--- config.mk ---
export PLATFORM = sky130hd
export DESIGN_NAME = result_reducer_bram_flat
export DESIGN_NICKNAME = d
export VERILOG_FILES = /design/src/rtl/result_reducer_bram_if.sv /design/src/rtl/result_reducer_bram.sv /design/src/flat_wrapper.sv
export SDC_FILE = /design/constraint.sdc
export NUM_CORES = 1
export LEC_CHECK = 0
export ABC_AREA = 1
export CAP_MARGIN = 10
export CELL_PAD_IN_SITES_DETAIL_PLACEMENT = 1
export CELL_PAD_IN_SITES_GLOBAL_PLACEMENT = 2
export CORE_MARGIN = 10
export CORE_UTILIZATION = 33
export CTS_BUF_LIST = sky130_fd_sc_hd__clkbuf_16
export DETAILED_ROUTE_END_ITERATION = 10
export PLACE_DENSITY = 0.92
export SYNTH_ARGS = -nofsm -noshare
export SYNTH_HDL_FRONTEND = slang
export SYNTH_SLANG_ARGS = --single-unit
--- constraint.sdc ---
create_clock -name clk -period 9.1 [get_ports clk]
set_clock_uncertainty 0.2 [all_clocks]
set_input_delay 2.275 -clock clk [delete_from_list [all_inputs] [get_ports clk]]
set_output_delay 2.275 -clock clk [all_outputs]
set_load 0.01 [all_outputs]
--- src/rtl/result_reducer_bram_if.sv ---
// Bundles the controller handshake and the BRAM1 read port used by result_reducer_bram.
// The slave modport is the reducer; the master side is the controller/BRAM environment.
interface result_reducer_bram_if #(
  parameter int CNT_BIT   = 31,
  parameter int DWIDTH    = 32,
  parameter int AWIDTH    = 12,
  parameter int RES_WIDTH = 16,
  parameter int ACC_WIDTH = 48
);
  logic                 i_run;
  logic [CNT_BIT-1:0]   i_num_cnt;
  logic                 o_idle;
  logic                 o_busy;
  logic                 o_valid;
  logic                 i_ready;
  logic                 o_done;
  logic [ACC_WIDTH-1:0] o_sum;
  logic [RES_WIDTH-1:0] o_max;
  logic [AWIDTH-1:0]    addr_b1;
  logic                 ce_b1;
  logic                 we_b1;
  logic [DWIDTH-1:0]    q_b1;
  logic [DWIDTH-1:0]    d_b1;

  modport slave (
    input  i_run, i_num_cnt, i_ready, q_b1,
    output o_idle, o_busy, o_valid, o_done, o_sum, o_max, addr_b1, ce_b1, we_b1, d_b1
  );

  modport master (
    output i_run, i_num_cnt, i_ready, q_b1,
    input  o_idle, o_busy, o_valid, o_done, o_sum, o_max, addr_b1, ce_b1, we_b1, d_b1
  );
endinterface

--- src/rtl/result_reducer_bram.sv ---
// Reads N packed product pairs back from BRAM1, accumulating their sum and maximum,
// then presents {sum, max} to the controller through a valid/ready handshake.
module result_reducer_bram #(
  parameter int CNT_BIT   = 31,
  parameter int DWIDTH    = 32,
  parameter int AWIDTH    = 12,
  parameter int RES_WIDTH = 16,
  parameter int ACC_WIDTH = 48
) (
  input logic                clk,
  input logic                reset_n,
  result_reducer_bram_if.slave bus
);

  typedef enum logic [1:0] {S_IDLE, S_RUN, S_DRAIN, S_DONE} state_t;

  state_t               state_q, state_d;
  logic [CNT_BIT-1:0]   num_cnt_q, num_cnt_d;
  logic [CNT_BIT-1:0]   addr_cnt_q, addr_cnt_d;
  logic                 r_valid_q;
  logic [ACC_WIDTH-1:0] acc_q, acc_d;
  logic [RES_WIDTH-1:0] max_q, max_d;

  logic [RES_WIDTH-1:0] lo, hi, pair_max;
  logic                 ce;

  assign lo       = bus.q_b1[RES_WIDTH-1:0];
  assign hi       = bus.q_b1[DWIDTH-1:RES_WIDTH];
  assign pair_max = (lo > hi) ? lo : hi;
  assign ce       = (state_q == S_RUN);

  // NOTE: every combinational output gets a default first so no path leaves it unassigned (no latch).
  always_comb begin
    state_d    = state_q;
    num_cnt_d  = num_cnt_q;
    addr_cnt_d = addr_cnt_q;
    acc_d      = acc_q;
    max_d      = max_q;

    // Read data lands one cycle after its address, including the word issued on the last S_RUN cycle.
    if (r_valid_q) begin
      acc_d = acc_q + ACC_WIDTH'(lo) + ACC_WIDTH'(hi);
      if (pair_max > max_q) max_d = pair_max;
    end

    unique case (state_q)
      S_IDLE: begin
        if (bus.i_run) begin
          num_cnt_d  = bus.i_num_cnt;
          addr_cnt_d = '0;
          acc_d      = '0;
          max_d      = '0;
          state_d    = (bus.i_num_cnt == '0) ? S_DONE : S_RUN;
        end
      end
      S_RUN: begin
        if (addr_cnt_q == num_cnt_q - CNT_BIT'(1)) begin
          addr_cnt_d = '0;
          state_d    = S_DRAIN;
        end else begin
          addr_cnt_d = addr_cnt_q + CNT_BIT'(1);
        end
      end
      S_DRAIN: state_d = S_DONE;
      S_DONE:  if (bus.i_ready) state_d = S_IDLE;
      default: state_d = S_IDLE;
    endcase
  end

  // NOTE: state uses non-blocking assignments and an asynchronous active-low reset.
  always_ff @(posedge clk or negedge reset_n) begin
    if (!reset_n) begin
      state_q    <= S_IDLE;
      num_cnt_q  <= '0;
      addr_cnt_q <= '0;
      r_valid_q  <= 1'b0;
      acc_q      <= '0;
      max_q      <= '0;
    end else begin
      state_q    <= state_d;
      num_cnt_q  <= num_cnt_d;
      addr_cnt_q <= addr_cnt_d;
      r_valid_q  <= ce;
      acc_q      <= acc_d;
      max_q      <= max_d;
    end
  end

  assign bus.o_idle  = (state_q == S_IDLE);
  assign bus.o_busy  = (state_q == S_RUN) || (state_q == S_DRAIN);
  assign bus.o_valid = (state_q == S_DONE);
  assign bus.o_done  = bus.o_valid & bus.i_ready;
  assign bus.o_sum   = acc_q;
  assign bus.o_max   = max_q;
  assign bus.addr_b1 = addr_cnt_q[AWIDTH-1:0];
  assign bus.ce_b1   = ce;
  assign bus.we_b1   = 1'b0;
  assign bus.d_b1    = '0;

endmodule

--- src/flat_wrapper.sv ---
// flat-port wrapper written by rule: the top's interface ports become plain ports
module result_reducer_bram_flat 
#(
  parameter int CNT_BIT   = 31,
  parameter int DWIDTH    = 32,
  parameter int AWIDTH    = 12,
  parameter int RES_WIDTH = 16,
  parameter int ACC_WIDTH = 48
)
  (clk, reset_n, bus_i_run, bus_i_num_cnt, bus_i_ready, bus_q_b1, bus_o_idle, bus_o_busy, bus_o_valid, bus_o_done, bus_o_sum, bus_o_max, bus_addr_b1, bus_ce_b1, bus_we_b1, bus_d_b1);
  result_reducer_bram_if #(.CNT_BIT(CNT_BIT), .DWIDTH(DWIDTH), .AWIDTH(AWIDTH), .RES_WIDTH(RES_WIDTH), .ACC_WIDTH(ACC_WIDTH)) bus_i ();
  input logic clk;
  input logic reset_n;
  input wire logic [$bits(bus_i.i_run)-1:0] bus_i_run;
  input wire logic [$bits(bus_i.i_num_cnt)-1:0] bus_i_num_cnt;
  input wire logic [$bits(bus_i.i_ready)-1:0] bus_i_ready;
  input wire logic [$bits(bus_i.q_b1)-1:0] bus_q_b1;
  output wire logic [$bits(bus_i.o_idle)-1:0] bus_o_idle;
  output wire logic [$bits(bus_i.o_busy)-1:0] bus_o_busy;
  output wire logic [$bits(bus_i.o_valid)-1:0] bus_o_valid;
  output wire logic [$bits(bus_i.o_done)-1:0] bus_o_done;
  output wire logic [$bits(bus_i.o_sum)-1:0] bus_o_sum;
  output wire logic [$bits(bus_i.o_max)-1:0] bus_o_max;
  output wire logic [$bits(bus_i.addr_b1)-1:0] bus_addr_b1;
  output wire logic [$bits(bus_i.ce_b1)-1:0] bus_ce_b1;
  output wire logic [$bits(bus_i.we_b1)-1:0] bus_we_b1;
  output wire logic [$bits(bus_i.d_b1)-1:0] bus_d_b1;
  assign bus_i.i_run = bus_i_run;
  assign bus_i.i_num_cnt = bus_i_num_cnt;
  assign bus_i.i_ready = bus_i_ready;
  assign bus_i.q_b1 = bus_q_b1;
  assign bus_o_idle = bus_i.o_idle;
  assign bus_o_busy = bus_i.o_busy;
  assign bus_o_valid = bus_i.o_valid;
  assign bus_o_done = bus_i.o_done;
  assign bus_o_sum = bus_i.o_sum;
  assign bus_o_max = bus_i.o_max;
  assign bus_addr_b1 = bus_i.addr_b1;
  assign bus_ce_b1 = bus_i.ce_b1;
  assign bus_we_b1 = bus_i.we_b1;
  assign bus_d_b1 = bus_i.d_b1;
  result_reducer_bram #(.CNT_BIT(CNT_BIT), .DWIDTH(DWIDTH), .AWIDTH(AWIDTH), .RES_WIDTH(RES_WIDTH), .ACC_WIDTH(ACC_WIDTH)) u_core (.clk(clk), .reset_n(reset_n), .bus(bus_i));
endmodule
==> results.py, run 1 <==
metrics = {
    "place": {
        "dpl.hpwl_mm": 28.5,
        "gp_congestion": 0.891,
        "dpl_cell_area_sq_um": 11800,
        "io_buffers": 147,
        "pre_cts_slack_ps": 2020,
    },
    "synthesis": {
        "ys_top_cells_by_count": "nand2_1, inv_1, dfrtp_1",
        "ys_seq_elements": 129,
        "yosys_warnings": 0,
        "ys.flop_type": "dfrtp_1",
        "synthesis.area_sq_um": 10200,
        "synth_top_area_share_pct": 31.8,
        "synth_cell_type_count": 49,
        "yosysTopAreaCell": "dfrtp_1",
        "syn_inst": 1411,
        "yosysMostFrequentCell": "nand2_1",
        "synth_area_leaders": "dfrtp_1, nand2_1, ha_1, inv_1, a21oi_1",
        "async_flop_share_pct": 100,
        "ys_seq_area_share_pct": 31.8,
        "syn_avg_cell_area_sq_um": 7.20,
        "synth_edf_count": 0,
    },
    "final_layout": {
        "stdcell_area_sq_um": 12400,
        "regArea_sq_um": 3230,
        "nNetsFinal": 1674,
        "num_antenna_cells": 0,
        "drive_above_1_share_pct": 5.42,
        "multi_input_area_sq_um": 5880,
        "syn_to_final_growth_pct": 22.1,
        "n_fill_cell": 3821,
    },
    "routing": {
        "vias_per_cell": 4.96,
        "wl_met3_mm": 1.59,
        "wl_per_cell_um": 18.5,
        "remaining_drc_errors": 0,
        "routed-via-count": 9644,
        "wl_met1_mm": 16.9,
        "met2WireLength_mm": 17.0,
        "wirelength_mm": 35.9,
        "drtAntennaViolNets": 0,
        "top_layer_used": "met5",
        "dr.pass1.iters": 4,
        "drt_iter0_markers": 558,
    },
    "worst_setup_path": {
        "critical_path_class": "input port to flop",
        "worstSetupStartpointType": "input port",
        "path_delay_family": "simple AND/OR/NAND/NOR gates",
        "path_cells": "clkdlybuf4s50_1, inv_1, ha_1, nand2_1, inv_1, nand3_1, nor2_1, nand4_1, nand2_1, nand2_1, nand2_1, ha_1, a21oi_1, o21ai_0, a21oi_1, o21ai_1, nand2_1, nor2_1, inv_1, a21oi_1, o21ai_0, inv_1",
        "cp-end-kind": "flop",
        "crit_required_ps": 9210,
        "worstPathMaxFanout": 30,
        "ff2ff_setup_slack_ps": 5520,
        "path_common_cell": "nand2_1",
        "critPathBufInv": 5,
        "slowest_delay_ps": 660,
        "slowest_stage": "nand2_1",
        "worstPathArrival_ps": 6780,
    },
    "grt": {
        "grt_pass1_vias": 10600,
        "antenna_found_initial": 1,
        "grt_usage_pct": 18.9,
        "grt_pass1_wl_mm": 58.5,
        "grt_max_degree": 72,
        "gr-total-overflow": 0,
    },
    "clock_tree": {
        "cts_made_buffers": 17,
        "clk_latency_ps": 430,
        "cts.sinks": 129,
        "cts_resized": 0,
        "clk_pin_slew_worst_paths_ps": 60,
        "cts_setup_buffers": 0,
        "cts_max_level": 4,
        "cts_max_path_buffers": 2,
        "hold_buffers": 0,
        "cts_root_buf": "clkbuf_16",
        "tritoncts": "yes",
    },
    "pwr": {
        "power_density_nw_per_um2": 282,
        "ir_drop_uv": 125,
        "leakagePower_nw": 5.76,
        "report.power.total_w": 0.00349,
    },
    "floorplan": {
        "start_util_pct": 33.3,
        "die_h_um": 195,
        "die_x_um": 195,
        "core_area_sq_um": 30500,
        "boundaryPins": 181,
        "num_rows": 64,
        "dieArea_sq_um": 38200,
    },
    "timing": {
        "maxSlewViolCount": 0,
        "max_freq_ghz": 0.150,
        "worst_slack_ps": 2430,
        "tightest_slew_ps": 947,
        "finalSetupViolations": 0,
        "hold_viol": 0,
        "rsz0062_at_grt": "false",
        "hold_ws_ps": 322,
        "setup_tns_ps": 0,
        "timing.final.crit_share_pct": 73.3,
        "maxSlewHeadroom_pct": 36.8,
        "min_period_ps": 6670,
    },
    "hold_path": {
        "hold_class": "flop to flop",
    },
    "status": {
        "status": "finished clean",
    },
    "run": {
        "cap_violations": 0,
    },
}
## area by class of cell
cell class	count	share of cell area, %
Sequential cell	129	26.0
Clock buffer	17	3.43
Clock inverter	15	1.47
Tap cell	396	4.00
Timing Repair Buffer	151	12.1
Multi-Input combinational cell	1055	47.4
Inverter	182	5.51
## power by group
| part | total (W) | switching [W] | leakage [nW] | internal, W |
|---|---|---|---|---|
| sequential | 0.000936 | 0.000211 | 1.70 | 0.000725 |
| combinational | 0.00183 | 0.00114 | 3.78 | 0.000689 |
| clock | 0.000729 | 0.000295 | 0.290 | 0.000434 |
## state kept, by name (all words and copies together), names as in the netlist
name and cells:
u_core.r_valid_q 1, u_core.addr_cnt_q 31, u_core.bus.o_sum 48, u_core.state_q 2, u_core.num_cnt_q 31, u_core.bus.o_max 16
## per-layer routing
| metal | track usage [%] | vias to the layer above |
|---|---|---|
| met2 | 31.2 | 163 |
| li1 | - | 4754 |
| met4 | 3.42 | 2 |
| met3 | 4.06 | 25 |
| met5 | 0 | - |
| met1 | 24.8 | 4700 |
## cell families (layout without fill, tap and decap cells)
kind of cell    Yosys count  count (layout)  synth area share [%]
xor+xnor                 61              61                  5.26
fa+ha+maj                71              71                  10.0
buf+inv                 259             365                  11.5
other cells               1              33                0.0369
compound gates          224             224                  11.9
simple gates            666             666                  29.5
flops                   129             129                  31.8
## metrics by stage
stage | instances | utilization, %
6_report | 1945 | 40.6
3_5_place_dp | 1913 | 38.6
4_1_cts | 1945 | 40.6
2_1_floorplan | 1443 | -
5_1_grt | 1945 | 40.6
3_3_place_gp | 1913 | 38.6
## cell usage in the layout, fill, tap and decap left out, drive strengths merged, types with 3 or more instances in the layout
master	netlist	final
ha	54	54
a21oi	103	103
or2	7	7
o211ai	14	14
nand3b	5	5
o21a	5	5
clkdlybuf4s50	0	146
dfrtp	129	129
o21ai	86	86
clkbuf	21	17
buf	56	5
inv	180	183
xor2	44	44
nand2	342	342
nand4	27	27
nor4	16	16
conb	1	33
nor3	28	28
nand3	92	92
clkinv	2	9
bufinv	0	3
xnor2	17	17
o21bai	7	7
fa	17	17
a21boi	4	4
nor2	142	142
nor3b	5	5
## final timing paths
| path | endpoint | startpoint | cells past startpoint |
|---|---|---|---|
| setup / recovery | u_core.bus.o_max[8] | bus_q_b1[27] | 22 |
| hold / removal | u_core.num_cnt_q[30] | u_core.num_cnt_q[30] | 2 |
| setup reg to reg | u_core.bus.o_sum[25] | u_core.bus.o_sum[1] | 14 |
| hold reg to reg | u_core.num_cnt_q[30] | u_core.num_cnt_q[30] | 2 |
| max in group asynchronous | u_core.num_cnt_q[18] | reset_n | 2 |
| min in group asynchronous | u_core.bus.o_sum[4] | reset_n | 1 |
## worst register-to-register path, cell delays in order, from the launching register on
cell	delay, ps
dfrtp_1	410
fa_1	500
ha_1	300
fa_1	490
nand3_1	170
nand2_1	100
a21oi_1	320
o21bai_1	200
nand2_1	110
nand2_1	130
nand3_1	120
inv_1	130
nand2_1	100
o21ai_0	80
a21oi_1	160
No activity file was read; power rests on OpenSTA's default activity.
==> inputs of run 2 (changes only) <==
--- a/config.mk
+++ b/config.mk
@@ -10,10 +10,10 @@
 export CELL_PAD_IN_SITES_DETAIL_PLACEMENT = 1
 export CELL_PAD_IN_SITES_GLOBAL_PLACEMENT = 2
 export CORE_MARGIN = 10
-export CORE_UTILIZATION = 33
+export CORE_UTILIZATION = 30
 export CTS_BUF_LIST = sky130_fd_sc_hd__clkbuf_16
 export DETAILED_ROUTE_END_ITERATION = 10
-export PLACE_DENSITY = 0.92
+export PLACE_DENSITY = 0.85
 export SYNTH_ARGS = -nofsm -noshare
 export SYNTH_HDL_FRONTEND = slang
 export SYNTH_SLANG_ARGS = --single-unit
==> constraint.sdc (replaced) <==
create_clock -name clk -period 6.5 [get_ports clk]
set_clock_uncertainty 0.2 [all_clocks]
set_input_delay 1.625 -clock clk [delete_from_list [all_inputs] [get_ports clk]]
set_output_delay 1.625 -clock clk [all_outputs]
set_load 0.01 [all_outputs]
==> results.py, run 2 (synthesis results as in run 1) <==
metrics = {
    "worst_setup_path": {
        "slowest_delay_ps": 560,
        "path_delay_family": "simple AND/OR/NAND/NOR gates",
        "crit_required_ps": 6620,
        "worstPathMaxFanout": 22,
        "cp-end-kind": "flop",
        "path_common_cell": "nand2_1",
        "critPathBufInv": 6,
        "worstSetupStartpointType": "input port",
        "slowest_stage": "clkdlybuf4s50_1",
        "critical_path_class": "input port to flop",
        "worstPathArrival_ps": 5480,
    },
    "final_layout": {
        "syn_to_final_growth_pct": 22.9,
        "n_fill_cell": 4129,
        "nNetsFinal": 1677,
        "layout_common_cells": "nand2_1, inv_1, clkdlybuf4s50_1",
        "drive_above_1_share_pct": 5.67,
        "largest_reg_flops": 48,
        "mostFrequentLayoutCell": "nand2_1",
        "num_antenna_cells": 0,
    },
    "timing": {
        "maxSlewViolCount": 0,
        "finalSetupViolations": 0,
        "worst_slack_ps": 1140,
        "timing.final.crit_share_pct": 82.5,
        "hold_ws_ps": 345,
        "tightest_slew_ps": 963,
        "rsz0062_at_grt": "false",
        "max_freq_ghz": 0.187,
        "min_period_ps": 5360,
        "setup_tns_ps": 0,
        "maxSlewHeadroom_pct": 35.8,
        "hold_viol": 0,
    },
    "clock_tree": {
        "cts_setup_buffers": 0,
        "cts_made_buffers": 17,
        "hold_buffers": 0,
        "cts_max_path_buffers": 2,
        "cts.sinks": 129,
        "tritoncts": "yes",
        "clk_pin_slew_worst_paths_ps": 60,
        "cts_root_buf": "clkbuf_16",
        "clk_latency_ps": 440,
        "cts_resized": 0,
        "cts_max_level": 4,
    },
    "floorplan": {
        "boundaryPins": 181,
        "num_rows": 67,
        "die_x_um": 204,
        "start_util_pct": 30.4,
        "dieArea_sq_um": 41600,
        "core_area_sq_um": 33400,
        "die_h_um": 204,
    },
    "place": {
        "pre_cts_slack_ps": 684,
        "dpl.hpwl_mm": 28.8,
        "io_buffers": 147,
        "gp_congestion": 0.869,
    },
    "run": {
        "cap_violations": 0,
    },
    "routing": {
        "remaining_drc_errors": 0,
        "wl_per_cell_um": 18.3,
        "drtAntennaViolNets": 0,
        "routed-via-count": 9756,
        "wirelength_mm": 36.5,
        "drt_iter0_markers": 465,
        "vias_per_cell": 4.88,
        "dr.pass1.iters": 5,
    },
    "grt": {
        "grt_max_degree": 94,
        "grt_pass1_vias": 10600,
        "grt_pass1_wl_mm": 59.7,
        "gr-total-overflow": 0,
        "antenna_found_initial": 2,
        "grt_usage_pct": 18.0,
    },
    "pwr": {
        "leakagePower_nw": 5.78,
        "power_density_nw_per_um2": 392,
        "ir_drop_uv": 188,
    },
    "hold_path": {
        "hold_class": "flop to flop",
    },
    "status": {
        "status": "finished clean",
    },
}
==> run 2: cell types whose count changed in the layout (fill, tap and decap cells not counted), sizes merged <==
cell	before	now
inv	183	184
clkinvlp	2	1
buf	5	8
==> run 2: layout make-up <==
| class | instances | area, sq um | share of cell area (%) |
|---|---|---|---|
| clock buffer | 17 | 425 | 3.41 |
| clock inverter | 15 | 181 | 1.45 |
| inverter | 182 | 683 | 5.47 |
| multi-input combinational | 1055 | 5880 | 47.1 |
| sequential | 129 | 3230 | 25.9 |
| tap | 448 | 561 | 4.49 |
| timing repair buffer | 154 | 1530 | 12.2 |
==> run 2: path summary, 6_finish.rpt <==
kind | start | endpoint | slack (ps) | cells past startpoint
setup reg to reg | u_core.bus.o_sum[1] | u_core.bus.o_sum[37] | 2990 | 14
max in group asynchronous | reset_n | u_core.num_cnt_q[9] | 3920 | 2
setup / recovery | bus_q_b1[17] | u_core.bus.o_max[3] | 1140 | 25
hold reg to reg | u_core.num_cnt_q[30] | u_core.num_cnt_q[30] | 350 | 2
hold / removal | u_core.num_cnt_q[30] | u_core.num_cnt_q[30] | 350 | 2
min in group asynchronous | reset_n | u_core.bus.o_sum[15] | 1120 | 1
==> run 2: tightest hold or removal path: cells and delay by family, from the launching register on <==
kind	cells	cell delay [ps]
AND/OR/NAND/NOR	2	130
flip-flops	1	380
==> run 2: stage by stage <==
| stage | total power [W] | area (sq um) | util (%) | std cells |
|---|---|---|---|---|
| after floorplan | 0.00296 | 10300 | - | 1443 |
| after global placement | 0.00381 | 11900 | 35.5 | 1968 |
| after detailed placement | 0.00388 | 11900 | 35.5 | 1968 |
| after CTS | 0.00495 | 12500 | 37.3 | 2000 |
| after global routing | 0.00536 | 12500 | 37.3 | 2000 |
| final | 0.00489 | 12500 | 37.3 | 2000 |
==> run 2: where the power goes <==
part	switching, W	internal [W]
Combinational	0.00161	0.000969
Sequential	0.000269	0.00102
Clock	0.000421	0.000607
Total	0.00230	0.00259
==> run 2: routing by layer <==
layer  wire, um  global-route usage, %  part of all wire, %
met1      17900                   24.2                   49
met2      16800                   28.9                   46
met3       1350                   3.69                  3.7
met4        444                   4.23                  1.2
met5         34                      0                0.093
==> inputs of run 3 (changes only) <==
--- a/config.mk
+++ b/config.mk
@@ -10,10 +10,10 @@
 export CELL_PAD_IN_SITES_DETAIL_PLACEMENT = 1
 export CELL_PAD_IN_SITES_GLOBAL_PLACEMENT = 2
 export CORE_MARGIN = 10
-export CORE_UTILIZATION = 30
+export CORE_UTILIZATION = 27
 export CTS_BUF_LIST = sky130_fd_sc_hd__clkbuf_16
 export DETAILED_ROUTE_END_ITERATION = 10
-export PLACE_DENSITY = 0.85
+export PLACE_DENSITY = 0.81
 export SYNTH_ARGS = -nofsm -noshare
 export SYNTH_HDL_FRONTEND = slang
 export SYNTH_SLANG_ARGS = --single-unit
==> constraint.sdc (replaced) <==
create_clock -name clk -period 4.4 [get_ports clk]
set_clock_uncertainty 0.2 [all_clocks]
set_input_delay 1.1 -clock clk [delete_from_list [all_inputs] [get_ports clk]]
set_output_delay 1.1 -clock clk [all_outputs]
set_load 0.01 [all_outputs]
==> results.py, run 3 (synthesis results as in run 1) <==
metrics = {
    "pwr": {
        "report.power.total_w": 0.00759,
        "power_density_nw_per_um2": 561,
        "p_sw_w": 0.00350,
        "switching_share_pct": 46.1,
        "pwr-share-comb_pct": 55.5,
        "clkPwrFrac_pct": 19.6,
        "ir_drop_uv": 283,
        "sequentialPowerShare_pct": 24.9,
        "leakagePower_nw": 6.38,
        "internal-power_w": 0.00409,
    },
    "timing": {
        "tightest_slew_ps": 940,
        "max_freq_ghz": 0.238,
        "timing.final.crit_share_pct": 95.5,
        "hold_viol": 0,
        "maxSlewViolCount": 0,
        "min_period_ps": 4200,
        "maxSlewHeadroom_pct": 37.3,
        "finalSetupViolations": 0,
    },
    "routing": {
        "drtAntennaViolNets": 0,
        "drt_iter0_markers": 549,
        "routed-via-count": 9998,
        "dr.pass1.iters": 4,
        "wirelength_mm": 38.1,
        "wl_per_cell_um": 17.8,
        "remaining_drc_errors": 0,
        "vias_per_cell": 4.68,
    },
    "grt": {
        "grt_pass1_wl_mm": 61.5,
        "gr-total-overflow": 0,
        "grt_usage_pct": 16.7,
        "grt_pass1_vias": 10900,
        "grt_max_degree": 95,
        "antenna_found_initial": 1,
    },
    "hold_path": {
        "hold_class": "flop to flop",
    },
    "final_layout": {
        "drive_above_1_share_pct": 12.9,
        "largest_reg_flops": 48,
        "num_antenna_cells": 0,
        "stdcell_area_sq_um": 13500,
        "syn_to_final_growth_pct": 33.3,
        "n_fill_cell": 4534,
        "layout_common_cells": "nand2_1, inv_1, dfrtp_1",
        "fin_util_pct": 36.7,
        "mostFrequentLayoutCell": "nand2_1",
        "nNetsFinal": 1758,
    },
    "clock_tree": {
        "clk_pin_slew_worst_paths_ps": 60,
        "cts_max_level": 4,
        "cts_made_buffers": 17,
        "cts_max_path_buffers": 2,
        "hold_buffers": 0,
        "cts_root_buf": "clkbuf_16",
        "clk_latency_ps": 440,
        "cts.sinks": 129,
        "tritoncts": "yes",
    },
    "place": {
        "dpl_cell_area_sq_um": 12600,
        "gp_congestion": 0.889,
        "dpl.hpwl_mm": 30.2,
        "io_buffers": 147,
    },
    "floorplan": {
        "die_h_um": 214,
        "die_x_um": 214,
        "core_area_sq_um": 36900,
        "start_util_pct": 27.5,
        "num_rows": 70,
        "boundaryPins": 181,
        "dieArea_sq_um": 45800,
    },
    "status": {
        "status": "finished clean",
    },
    "worst_setup_path": {
        "worstPathArrival_ps": 4390,
        "ff2ff_setup_slack_ps": 1150,
        "slowest_delay_ps": 510,
        "crit_required_ps": 4580,
        "cp-end-kind": "flop",
        "worstSetupStartpointType": "input port",
        "worstPathMaxFanout": 20,
        "path_cells": "clkdlybuf4s50_1, inv_1, ha_4, nand3_1, a31oi_2, nor3_2, buf_4, nand3_4, nand2_4, buf_16, nand2_1, nand2_2, ha_4, nand3_1, o211ai_1, a21oi_1, o21ai_1, nand2_1, nor2_2, inv_2, buf_12, a21oi_1, o21ai_1, inv_1",
        "slowest_stage": "clkdlybuf4s50_1",
        "critical_path_class": "input port to flop",
    },
    "run": {
        "cap_violations": 0,
    },
}
run 3: cell types whose count changed in the layout (fill, tap and decap cells not counted), sizes merged:
cell / before / now
dlygate4sd2: 0 / 4
buf: 8 / 89
clkdlybuf4s50: 146 / 123
clkinv: 9 / 10
inv: 184 / 182
clkinvlp: 1 / 2
dlymetal6s2s: 0 / 19
run 3: power groups by stage:
stage | Combinational (W) | Clock, W | Sequential [W]
final | 0.00422 | 0.00149 | 0.00189
after global routing | 0.00480 | 0.00158 | 0.00195
after CTS | 0.00423 | 0.00152 | 0.00190
after detailed placement | 0.00411 | 0 | 0.00191
after global placement | 0.00400 | 0 | 0.00190
after floorplan | 0.00251 | 0 | 0.00187
run 3: layout make-up:
cell class / instances / area, sq um / area share (%)
well taps: 504 / 631 / 4.66
clock inverters: 15 / 166 / 1.23
flip-flops and latches: 129 / 3230 / 23.9
multi-input cells: 1055 / 6150 / 45.5
repair buffers: 235 / 2240 / 16.6
inverters: 182 / 683 / 5.05
clock buffers: 17 / 425 / 3.14
run 3: final timing paths:
| kind | startpoint | endpoint | cells after the start |
|---|---|---|---|
| setup / recovery | bus_q_b1[25] | u_core.bus.o_max[15] | 24 |
| hold / removal | u_core.bus.o_sum[19] | u_core.bus.o_sum[19] | 1 |
| setup reg to reg | u_core.bus.o_sum[1] | u_core.bus.o_sum[25] | 14 |
| hold reg to reg | u_core.bus.o_sum[19] | u_core.bus.o_sum[19] | 1 |
| max in group asynchronous | reset_n | u_core.num_cnt_q[12] | 2 |
| min in group asynchronous | reset_n | u_core.bus.o_sum[21] | 1 |
run 3: worst max-delay path, delay by kind of cell:
family	cells	cell delay, ps
AOI/OAI and AO/OA	6	780
buffers and inverters	7	1150
adders and majority gates	2	540
and+or+nand+nor	9	780
run 3: repair_timing:
action | 4_1_cts | 5_1_grt
gates resized for setup | 43 | 42
gates cloned | 2 | 0
setup buffers | 2 | 0
endpoints found under the hold margin | 0 | 0
endpoints found under the setup margin | 15 | 17
pin swaps | 11 | 17
run 3: metal layers:
layer,up-vias,track usage [%],wire length [um]
li1,4922,-,-
met3,26,4.02,1540
met4,2,3.64,416
met5,-,0,7
met2,138,26.9,17700
met1,4910,22.0,18500
run 3: through the flow:
step	worst slack [ps]	cells	hold slack, ps	TNS (ps)
6_report	196	2137	323	0
5_1_grt	-44.3	2137	369	-198
4_1_cts	42.5	2137	326	0
2_1_floorplan	308	1443	268	0
3_3_place_gp	-373	2101	312	-6180
3_5_place_dp	-593	2101	316	-9560
